**config.mk**
```make
export PLATFORM = sky130hd
export DESIGN_NAME = load_store_unit
export DESIGN_NICKNAME = d
export VERILOG_FILES = /design/src/rtl/load_store_unit.sv
export SDC_FILE = /design/constraint.sdc
export NUM_CORES = 1
export LEC_CHECK = 0
export CAP_MARGIN = 20
export CORE_UTILIZATION = 30
export DETAILED_ROUTE_END_ITERATION = 6
export PLACE_DENSITY_LB_ADDON = 0.2
export SLEW_MARGIN = 20
export SYNTH_ARGS = -nofsm -noshare
export SYNTH_HDL_FRONTEND = slang
export SYNTH_SLANG_ARGS = --single-unit
```
**constraint.sdc**
```tcl
create_clock -name clk -period 4.7 [get_ports clk]
set_input_delay 0.47 -clock clk [delete_from_list [all_inputs] [get_ports clk]]
set_output_delay 0.47 -clock clk [all_outputs]
set_load 0.03 [all_outputs]
```
**src/rtl/load_store_unit.sv**
```systemverilog
// load_store_unit
//   Sequencer between the execute stage and mem_interface. Takes one load/store
//   request at a time, holds its operands on the mem_* outputs, drives rd/wr
//   until the bus grants the access, and returns data or a fault on the
//   response port.
//   Optional feature: define LSU_TIMEOUT_EN to bound the wait for a bus grant
//   (fault cause 2 after TIMEOUT_CYCLES ungranted ISSUE cycles).
module load_store_unit #(
  parameter int DATA_WIDTH     = 32,
  parameter int ADDR_WIDTH     = 32,
  parameter int TAG_WIDTH      = 5,
  parameter int TIMEOUT_CYCLES = 255
) (
  input  logic                  clk,
  input  logic                  rst,
  input  logic                  req_valid,
  output logic                  req_ready,
  input  logic                  req_write,
  input  logic [2:0]            req_funct3,
  input  logic [ADDR_WIDTH-1:0] req_addr,
  input  logic [DATA_WIDTH-1:0] req_wdata,
  input  logic [TAG_WIDTH-1:0]  req_tag,
  output logic                  resp_valid,
  input  logic                  resp_ready,
  output logic [DATA_WIDTH-1:0] resp_data,
  output logic [TAG_WIDTH-1:0]  resp_tag,
  output logic                  resp_fault,
  output logic [1:0]            resp_cause,
  input  logic                  bus_available,
  output logic [ADDR_WIDTH-1:0] mem_address,
  output logic [2:0]            mem_sign_size,
  output logic                  mem_rd,
  output logic                  mem_wr,
  output logic [DATA_WIDTH-1:0] mem_wdata,
  input  logic [DATA_WIDTH-1:0] mem_rdata,
  input  logic                  mem_malign,
  input  logic                  mem_complete_read,
  input  logic                  mem_complete_write
);

  typedef enum logic [1:0] {
    S_IDLE    = 2'd0,
    S_ISSUE   = 2'd1,
    S_WAIT_RD = 2'd2,
    S_RESP    = 2'd3
  } state_t;

  localparam logic [1:0] CAUSE_NONE   = 2'd0;
  localparam logic [1:0] CAUSE_MALIGN = 2'd1;

  state_t                r_state;
  logic                  r_write;
  logic [2:0]            r_funct3;
  logic [ADDR_WIDTH-1:0] r_addr;
  logic [DATA_WIDTH-1:0] r_wdata;
  logic [TAG_WIDTH-1:0]  r_tag;
  logic                  r_req_ready;
  logic                  r_mem_rd;
  logic                  r_mem_wr;
  logic                  r_resp_valid;
  logic                  r_resp_fault;
  logic [1:0]            r_resp_cause;
  logic [DATA_WIDTH-1:0] r_resp_data;

`ifdef LSU_TIMEOUT_EN
  localparam int CNT_W = $clog2(TIMEOUT_CYCLES + 1);
  localparam logic [1:0] CAUSE_TIMEOUT = 2'd2;

  logic [CNT_W-1:0] r_wait_cnt;
  logic             w_timeout;

  // The ungranted cycle that would bring the count to TIMEOUT_CYCLES is the last one waited
  assign w_timeout = (r_wait_cnt + CNT_W'(1)) == CNT_W'(TIMEOUT_CYCLES);
`else
  // Without the timeout the limit has no function; keep it referenced for lint
  logic w_unused_timeout;
  assign w_unused_timeout = (TIMEOUT_CYCLES != 0);
`endif

  // The memory-side operands always come from the latched request, so they stay
  // stable from acceptance until the LSU is idle again.
  assign mem_address   = r_addr;
  assign mem_sign_size = r_funct3;
  assign mem_wdata     = r_wdata;
  assign mem_rd        = r_mem_rd;
  assign mem_wr        = r_mem_wr;
  assign req_ready     = r_req_ready;
  assign resp_valid    = r_resp_valid;
  assign resp_data     = r_resp_data;
  assign resp_tag      = r_tag;
  assign resp_fault    = r_resp_fault;
  assign resp_cause    = r_resp_cause;

  // Transaction sequencer: state plus every registered output, one process
  always_ff @(posedge clk or posedge rst) begin
    // NOTE: the asynchronous reset clears every register here, including the
    // latched request fields, so rd/wr drop the moment rst rises.
    if (rst) begin
      r_state      <= S_IDLE;
      r_write      <= 1'b0;
      r_funct3     <= 3'd0;
      r_addr       <= '0;
      r_wdata      <= '0;
      r_tag        <= '0;
      r_req_ready  <= 1'b1;
      r_mem_rd     <= 1'b0;
      r_mem_wr     <= 1'b0;
      r_resp_valid <= 1'b0;
      r_resp_fault <= 1'b0;
      r_resp_cause <= CAUSE_NONE;
      r_resp_data  <= '0;
`ifdef LSU_TIMEOUT_EN
      r_wait_cnt   <= '0;
`endif
    end else begin
      // NOTE: non-blocking assignments throughout, so every branch below reads
      // the state as it was at the start of the cycle.
      case (r_state)
        S_IDLE: begin
          if (req_valid) begin
            r_write     <= req_write;
            r_funct3    <= req_funct3;
            r_addr      <= req_addr;
            r_wdata     <= req_wdata;
            r_tag       <= req_tag;
            r_req_ready <= 1'b0;
            r_mem_rd    <= !req_write;
            r_mem_wr    <= req_write;
`ifdef LSU_TIMEOUT_EN
            r_wait_cnt  <= '0;
`endif
            r_state     <= S_ISSUE;
          end
        end

        S_ISSUE: begin
          if (mem_malign) begin
            // Misalignment wins over a grant; the access never reaches the bus
            r_mem_rd     <= 1'b0;
            r_mem_wr     <= 1'b0;
            r_resp_valid <= 1'b1;
            r_resp_fault <= 1'b1;
            r_resp_cause <= CAUSE_MALIGN;
            r_resp_data  <= '0;
            r_state      <= S_RESP;
          end else if (bus_available && r_write) begin
            // Stores complete in the grant cycle
            r_mem_wr     <= 1'b0;
            r_resp_valid <= 1'b1;
            r_resp_fault <= 1'b0;
            r_resp_cause <= CAUSE_NONE;
            r_resp_data  <= '0;
            r_state      <= S_RESP;
          end else if (bus_available) begin
            // Drop rd immediately so the granted read is not issued twice
            r_mem_rd <= 1'b0;
            r_state  <= S_WAIT_RD;
          end
`ifdef LSU_TIMEOUT_EN
          else if (w_timeout) begin
            r_mem_rd     <= 1'b0;
            r_mem_wr     <= 1'b0;
            r_resp_valid <= 1'b1;
            r_resp_fault <= 1'b1;
            r_resp_cause <= CAUSE_TIMEOUT;
            r_resp_data  <= '0;
            r_state      <= S_RESP;
          end else begin
            r_wait_cnt <= r_wait_cnt + CNT_W'(1);
          end
`endif
        end

        S_WAIT_RD: begin
          if (mem_complete_read) begin
            r_resp_data  <= mem_rdata;
            r_resp_valid <= 1'b1;
            r_resp_fault <= 1'b0;
            r_resp_cause <= CAUSE_NONE;
            r_state      <= S_RESP;
          end
        end

        S_RESP: begin
          if (resp_ready) begin
            r_resp_valid <= 1'b0;
            r_resp_fault <= 1'b0;
            r_resp_cause <= CAUSE_NONE;
            r_resp_data  <= '0;
            r_req_ready  <= 1'b1;
            r_state      <= S_IDLE;
          end
        end

        default: r_state <= S_IDLE;
      endcase
    end
  end

  // A granted read must complete in the cycle after the grant
  a_read_completes : assert property (@(posedge clk) disable iff (rst)
    (r_state == S_WAIT_RD) |-> mem_complete_read);

  // A granted, aligned store must be acknowledged in its grant cycle
  a_write_completes : assert property (@(posedge clk) disable iff (rst)
    (r_state == S_ISSUE && r_write && bus_available && !mem_malign) |-> mem_complete_write);

endmodule

```
==> reports/qor.txt, run 1 <==
pin count of the biggest net entering global routing: 83
Die Height: 126 um
Hold/Removal Path Class: reg2reg
met3 Use GR: 4.38%
commonest non-fill, non-tap cell in the layout: clkdlybuf4s50_1
Area Overhead vs Synth: 57.9%
synthesized area per cell: 14.8 um2
1st-iter DRT viols: 161
Via density: 4.70
total track usage: 15.5%
post-synth top area share: 60.5%
status: finished, violations left
Lkg Pwr: 3.29 nW
# setup viols final: 0
critical path's slowest cell: a22oi_4
H-tree levels: 3
Hold Fails Final Rpt: 0
sequential fraction of the synthesis area: 61.1%
GP Congestion: 0.738
worst slew pin tran: 998 ps
Resize count post-CTS: 0
cell repeated most along the worst path: buf_4
number of I/O pins: 224
M2 GR Usage: 26.8%
startpoint types: register
Critical Path Sink Type: register
CTS tree: yes
Synth area leaders: dfrtp_1 61%, mux2_2 18%, a21bo_1 7.0%
Root Driver: clkbuf_16
f_max: 365 MHz
Clk Latency, worst-skew pair: 350 ps
WP buf/inv: 3
DRC errors left: 12
final slew viol count: 0
GR met1 Demand/Resource: 18.4%
fillers: 1300
Max Cap Viol: 0
Mapped Area: 0.00459 mm2
RSZ-0062 raised after global routing: false
Arr. time, crit path: 2970 ps
Num Clock Sinks: 112
CP Data Required Time: 4930 ps
first-pass GRT wire length: 19.0 mm
clock skew: 8.27 ps
vias in the first global route: 3571
drt first pass iters: 7
total wire length: 11.9 mm
PortBufs: 221
Num CTS Buffers: 9
Slew headroom: 33.5%
final total power: 0.00524 W
delay-heaviest family, CP: compound AO/OA/AOI/OAI gates
most frequent cells in the layout: 221 x clkdlybuf4s50_1, 111 x dfrtp_1, 73 x mux2_2, 32 x nand4_1, 32 x a21bo_1
slowest cell delay on critical path: 850 ps
share of cells above drive strength 1: 18.9%
initial antenna violation count: 0
maximum VDD drop: 0.408 mV
clk buf depth: 2
DIE AREA: 0.0158 mm2
Seq cells post-synth: 112
CP cell instances: inv_1, ha_1, buf_4, a22oi_4, o311ai_4, buf_4, mux2_4
# hold bufs at CTS: 0
detailed placement HPWL: 8.47 mm
cell taking the most area after synthesis: dfrtp_1
Pwr Density: 723 mW/mm2
Worst-path clk slew: 70 ps
Post-Synthesis Cells: 311
Netlist cell types: 32
Cell Area, Placed: 0.00693 mm2
Ant. Diodes: 0
antenna viol nets, final: 0
Initial Utilization: 31.1%
post-route design area: 0.00724 mm2
syn nets: 428
Synth Warn #: 0
# nets final: 640
wire per inst: 16.7 um
Core ar.: 0.0148 mm2
total negative slack: 0 ps
gr ovfl total: 0
post-layout min period: 2740 ps
grt peak-use layer: met2
Die W: 126 um
post-CTS setup buffers: 0
critical path type: reg2reg
Site Rows: 44
crit-path max FO: 37
routed via count: 3343
violated checks: design-rule violations
Layout Utilization: 49.1%
final period utilization: 58.3%
## metal layers
layer  vias up  wire length, um  part of all wire [%]
met2       106             6200                    52
met1      1680             4750                    40
li1       1539                -                     -
met3        18              658                   5.5
met5         -                0                     0
met4         0              263                   2.2
## final cells by class
type	count	area, um2	area share, %
clock buffer	11	253	3.49
clock inverter	5	63.8	0.881
inverter	6	27.5	0.380
multi-input combinational	169	1620	22.4
sequential	112	2800	38.7
tap	184	230	3.18
timing repair buffer	225	2240	30.9
## final timing paths
| kind | startpoint | to | slack [ps] | cells past startpoint |
|---|---|---|---|---|
| hold / removal | resp_data[15] | resp_data[15] | 480 | 1 |
| setup reg to reg | r_state[0] | resp_cause[0] | 1960 | 7 |
| hold reg to reg | resp_data[15] | resp_data[15] | 480 | 1 |
| setup / recovery | r_state[0] | resp_cause[0] | 1960 | 7 |
| min in group asynchronous | rst | resp_tag[2] | 630 | 2 |
| max in group asynchronous | rst | req_ready | 3150 | 3 |
## sequential cells by signal, indices dropped and copies added (netlist names)
name / cells
mem_address: 32
mem_wdata: 32
resp_data: 32
resp_tag: 5
mem_sign_size: 3
r_state: 2
mem_rd: 1
mem_wr: 1
r_write: 1
req_ready: 1
resp_cause: 1
resp_valid: 1
## cells by family (layout without fill, tap and decap cells)
group	count (synthesis)	after routing	synth area share (%)
flops	112	112	61.1
simple gates	41	41	5.37
mux	75	75	18.5
other cells	1	1	0.0817
buf+inv	30	247	3.65
fa+ha+maj	4	4	1.09
compound gates	48	48	10.2
## where the power goes
part | total [W] | switching (W) | internal (W)
sequential | 0.00161 | 0.000215 | 0.00139
combinational | 0.00283 | 0.00154 | 0.00129
clock | 0.000801 | 0.000353 | 0.000448
## synthesized netlist by cell type (all sizes together)
cell     instances
dfstp            1
nor2             1
a21oi            3
a31o             1
a31oi            1
dfrtp          111
o31ai            1
a21o             2
o211ai           1
a22oi            1
inv              6
clkbuf           3
o2bb2ai          1
mux2            74
o221ai           1
nand4           32
buf             21
a21bo           32
a211oi           1
mux2i            1
nand2b           2
conb             1
o311ai           1
nand2            3
ha               4
o21a             1
nor2b            3
a32oi            1
## worst register-to-register path: cells and delay by family (launching register included)
kind / cells / cell delay, ps
AOI/OAI and AO/OA: 2 / 1050
adders and majority gates: 1 / 210
buffers and inverters: 3 / 670
muxes: 1 / 340
DFF: 1 / 370
## metrics by stage
step                      hold WS, ps  cells  setup WS, ps
after floorplan                   527    311          1270
after global routing              498    712          1780
after global placement            463    696          1950
after detailed placement          463    696          1910
after CTS                         483    712          1940
final                             477    712          1960
Power figures use the tool's default switching activity.
==> run 2: changes to the inputs <==
==> constraint.sdc (replaced) <==
create_clock -name clk -period 2.27 [get_ports clk]
set_input_delay 0.227 -clock clk [delete_from_list [all_inputs] [get_ports clk]]
set_output_delay 0.227 -clock clk [all_outputs]
set_load 0.03 [all_outputs]
==> reports/qor.txt, run 2 (synthesis results as in run 1) <==
Via density: 4.65
Arr. time, crit path: 2300 ps
Max Cap Viol: 0
Lkg Pwr: 3.30 nW
Resize count post-CTS: 0
most frequent cells in the layout: 221 x clkdlybuf4s50_1, 111 x dfrtp_1, 73 x mux2_2, 32 x nand4_1, 32 x a21bo_1
Area Overhead vs Synth: 59.0%
clk buf depth: 2
CP Data Required Time: 2530 ps
total wire length: 12.0 mm
initial antenna violation count: 0
GP Congestion: 0.717
CTS tree: yes
Die W: 126 um
violated checks: design-rule violations
wire per inst: 16.7 um
Ant. Diodes: 0
area of the multi-input gates: 0.00162 mm2
# nets final: 645
Pwr Density: 1500 mW/mm2
startpoint types: register
Num Clock Sinks: 112
H-tree levels: 3
Worst-path clk slew: 80 ps
post-layout min period: 2040 ps
Num CTS Buffers: 9
RSZ-0062 raised after global routing: false
Root Driver: clkbuf_16
# hold bufs at CTS: 0
Hold Fails Final Rpt: 0
total track usage: 16.0%
clock skew: 10.2 ps
DIE AREA: 0.0158 mm2
final slew viol count: 0
Hold/Removal Path Class: in2async
DRC errors left: 11
fillers: 1294
critical path type: reg2reg
Clk Latency, worst-skew pair: 350 ps
PortBufs: 221
share of cells above drive strength 1: 19.5%
1st-iter DRT viols: 151
non-filler cells, final: 717
Slew headroom: 60.0%
vias in the first global route: 3549
final period utilization: 89.8%
pin count of the biggest net entering global routing: 113
# setup viols final: 0
crit-path max FO: 20
drt first pass iters: 7
routed via count: 3333
f_max: 490 MHz
worst slew pin tran: 599 ps
gr ovfl total: 0
Die Height: 126 um
commonest non-fill, non-tap cell in the layout: clkdlybuf4s50_1
Core ar.: 0.0148 mm2
status: finished, violations left
first-pass GRT wire length: 19.5 mm
post-CTS setup buffers: 0
Initial Utilization: 31.1%
detailed placement HPWL: 8.56 mm
FF+latch area: 0.00280 mm2
Critical Path Sink Type: register
number of I/O pins: 224
maximum VDD drop: 0.672 mV
placed insts: 701
total negative slack: 0 ps
antenna viol nets, final: 0
Site Rows: 44
run 2: changes by cell type in the layout (fill, tap and decap cells not counted), sizes merged:
cell,delta
buf,+5
clkbuf,-1
clkinv,-2
clkinvlp,+2
inv,+1
run 2: worst paths after layout:
| check | from | end | slack, ps | cells past startpoint |
|---|---|---|---|---|
| max reg2reg | r_state[1] | resp_valid | 230 | 7 |
| max | r_state[1] | resp_valid | 230 | 7 |
| min in group clk | resp_data[29] | resp_data[29] | 480 | 1 |
| max in group asynchronous | rst | mem_rd | 1420 | 3 |
| min | rst | mem_wdata[3] | 410 | 3 |
| min reg2reg | resp_data[29] | resp_data[29] | 480 | 1 |
run 2: cell type report:
type                    instances  share of cell area [%]
flip-flops and latches        112                    38.4
well taps                     184                    3.16
clock buffers                  10                    3.14
clock inverters                 6                    1.03
repair buffers                230                    31.6
multi-input cells             169                    22.3
inverters                       6                   0.360
run 2: power by group:
part           switching [W]  leakage [nW]  total, W  internal (W)
clock network       0.000751         0.146   0.00163      0.000875
logic                0.00322          1.79   0.00594       0.00272
registers           0.000447          1.37   0.00334       0.00289
total                0.00442          3.30    0.0109       0.00648
run 2: critical path: stages (launching register included):
cell,delay (ps)
dfrtp_1,430
inv_1,130
ha_1,350
nand2b_1,150
a21o_1,240
o311ai_4,120
buf_4,320
mux2i_1,220
run 2: stage by stage:
step	hold WS (ps)	cell area, um2	worst slack, ps	util (%)	total power [W]
final	409	7290	231	49.4	0.0109
after global routing	465	7290	93.4	49.4	0.0115
after CTS	436	7290	251	49.4	0.0111
after detailed placement	467	6990	280	47.4	0.00938
after floorplan	324	4590	532	-	0.00700
after global placement	465	6990	375	47.4	0.00924
run 2: per-layer routing:
layer,part of all wire (%),track usage [%],up-vias
li1,-,-,1557
met4,2.3,7.10,0
met3,5.2,3.61,16
met2,51,27.0,108
met1,41,19.5,1652
met5,0,0,-
==> run 3: changes to the inputs <==
--- a/config.mk
+++ b/config.mk
@@ -9,6 +9,7 @@
 export CORE_UTILIZATION = 30
 export DETAILED_ROUTE_END_ITERATION = 6
 export PLACE_DENSITY_LB_ADDON = 0.2
+export SKIP_CTS_REPAIR_TIMING = 1
 export SLEW_MARGIN = 20
 export SYNTH_ARGS = -nofsm -noshare
 export SYNTH_HDL_FRONTEND = slang
==> results of run 3 <==
The final DEF is identical to that of run 2; final timing and power are the same.
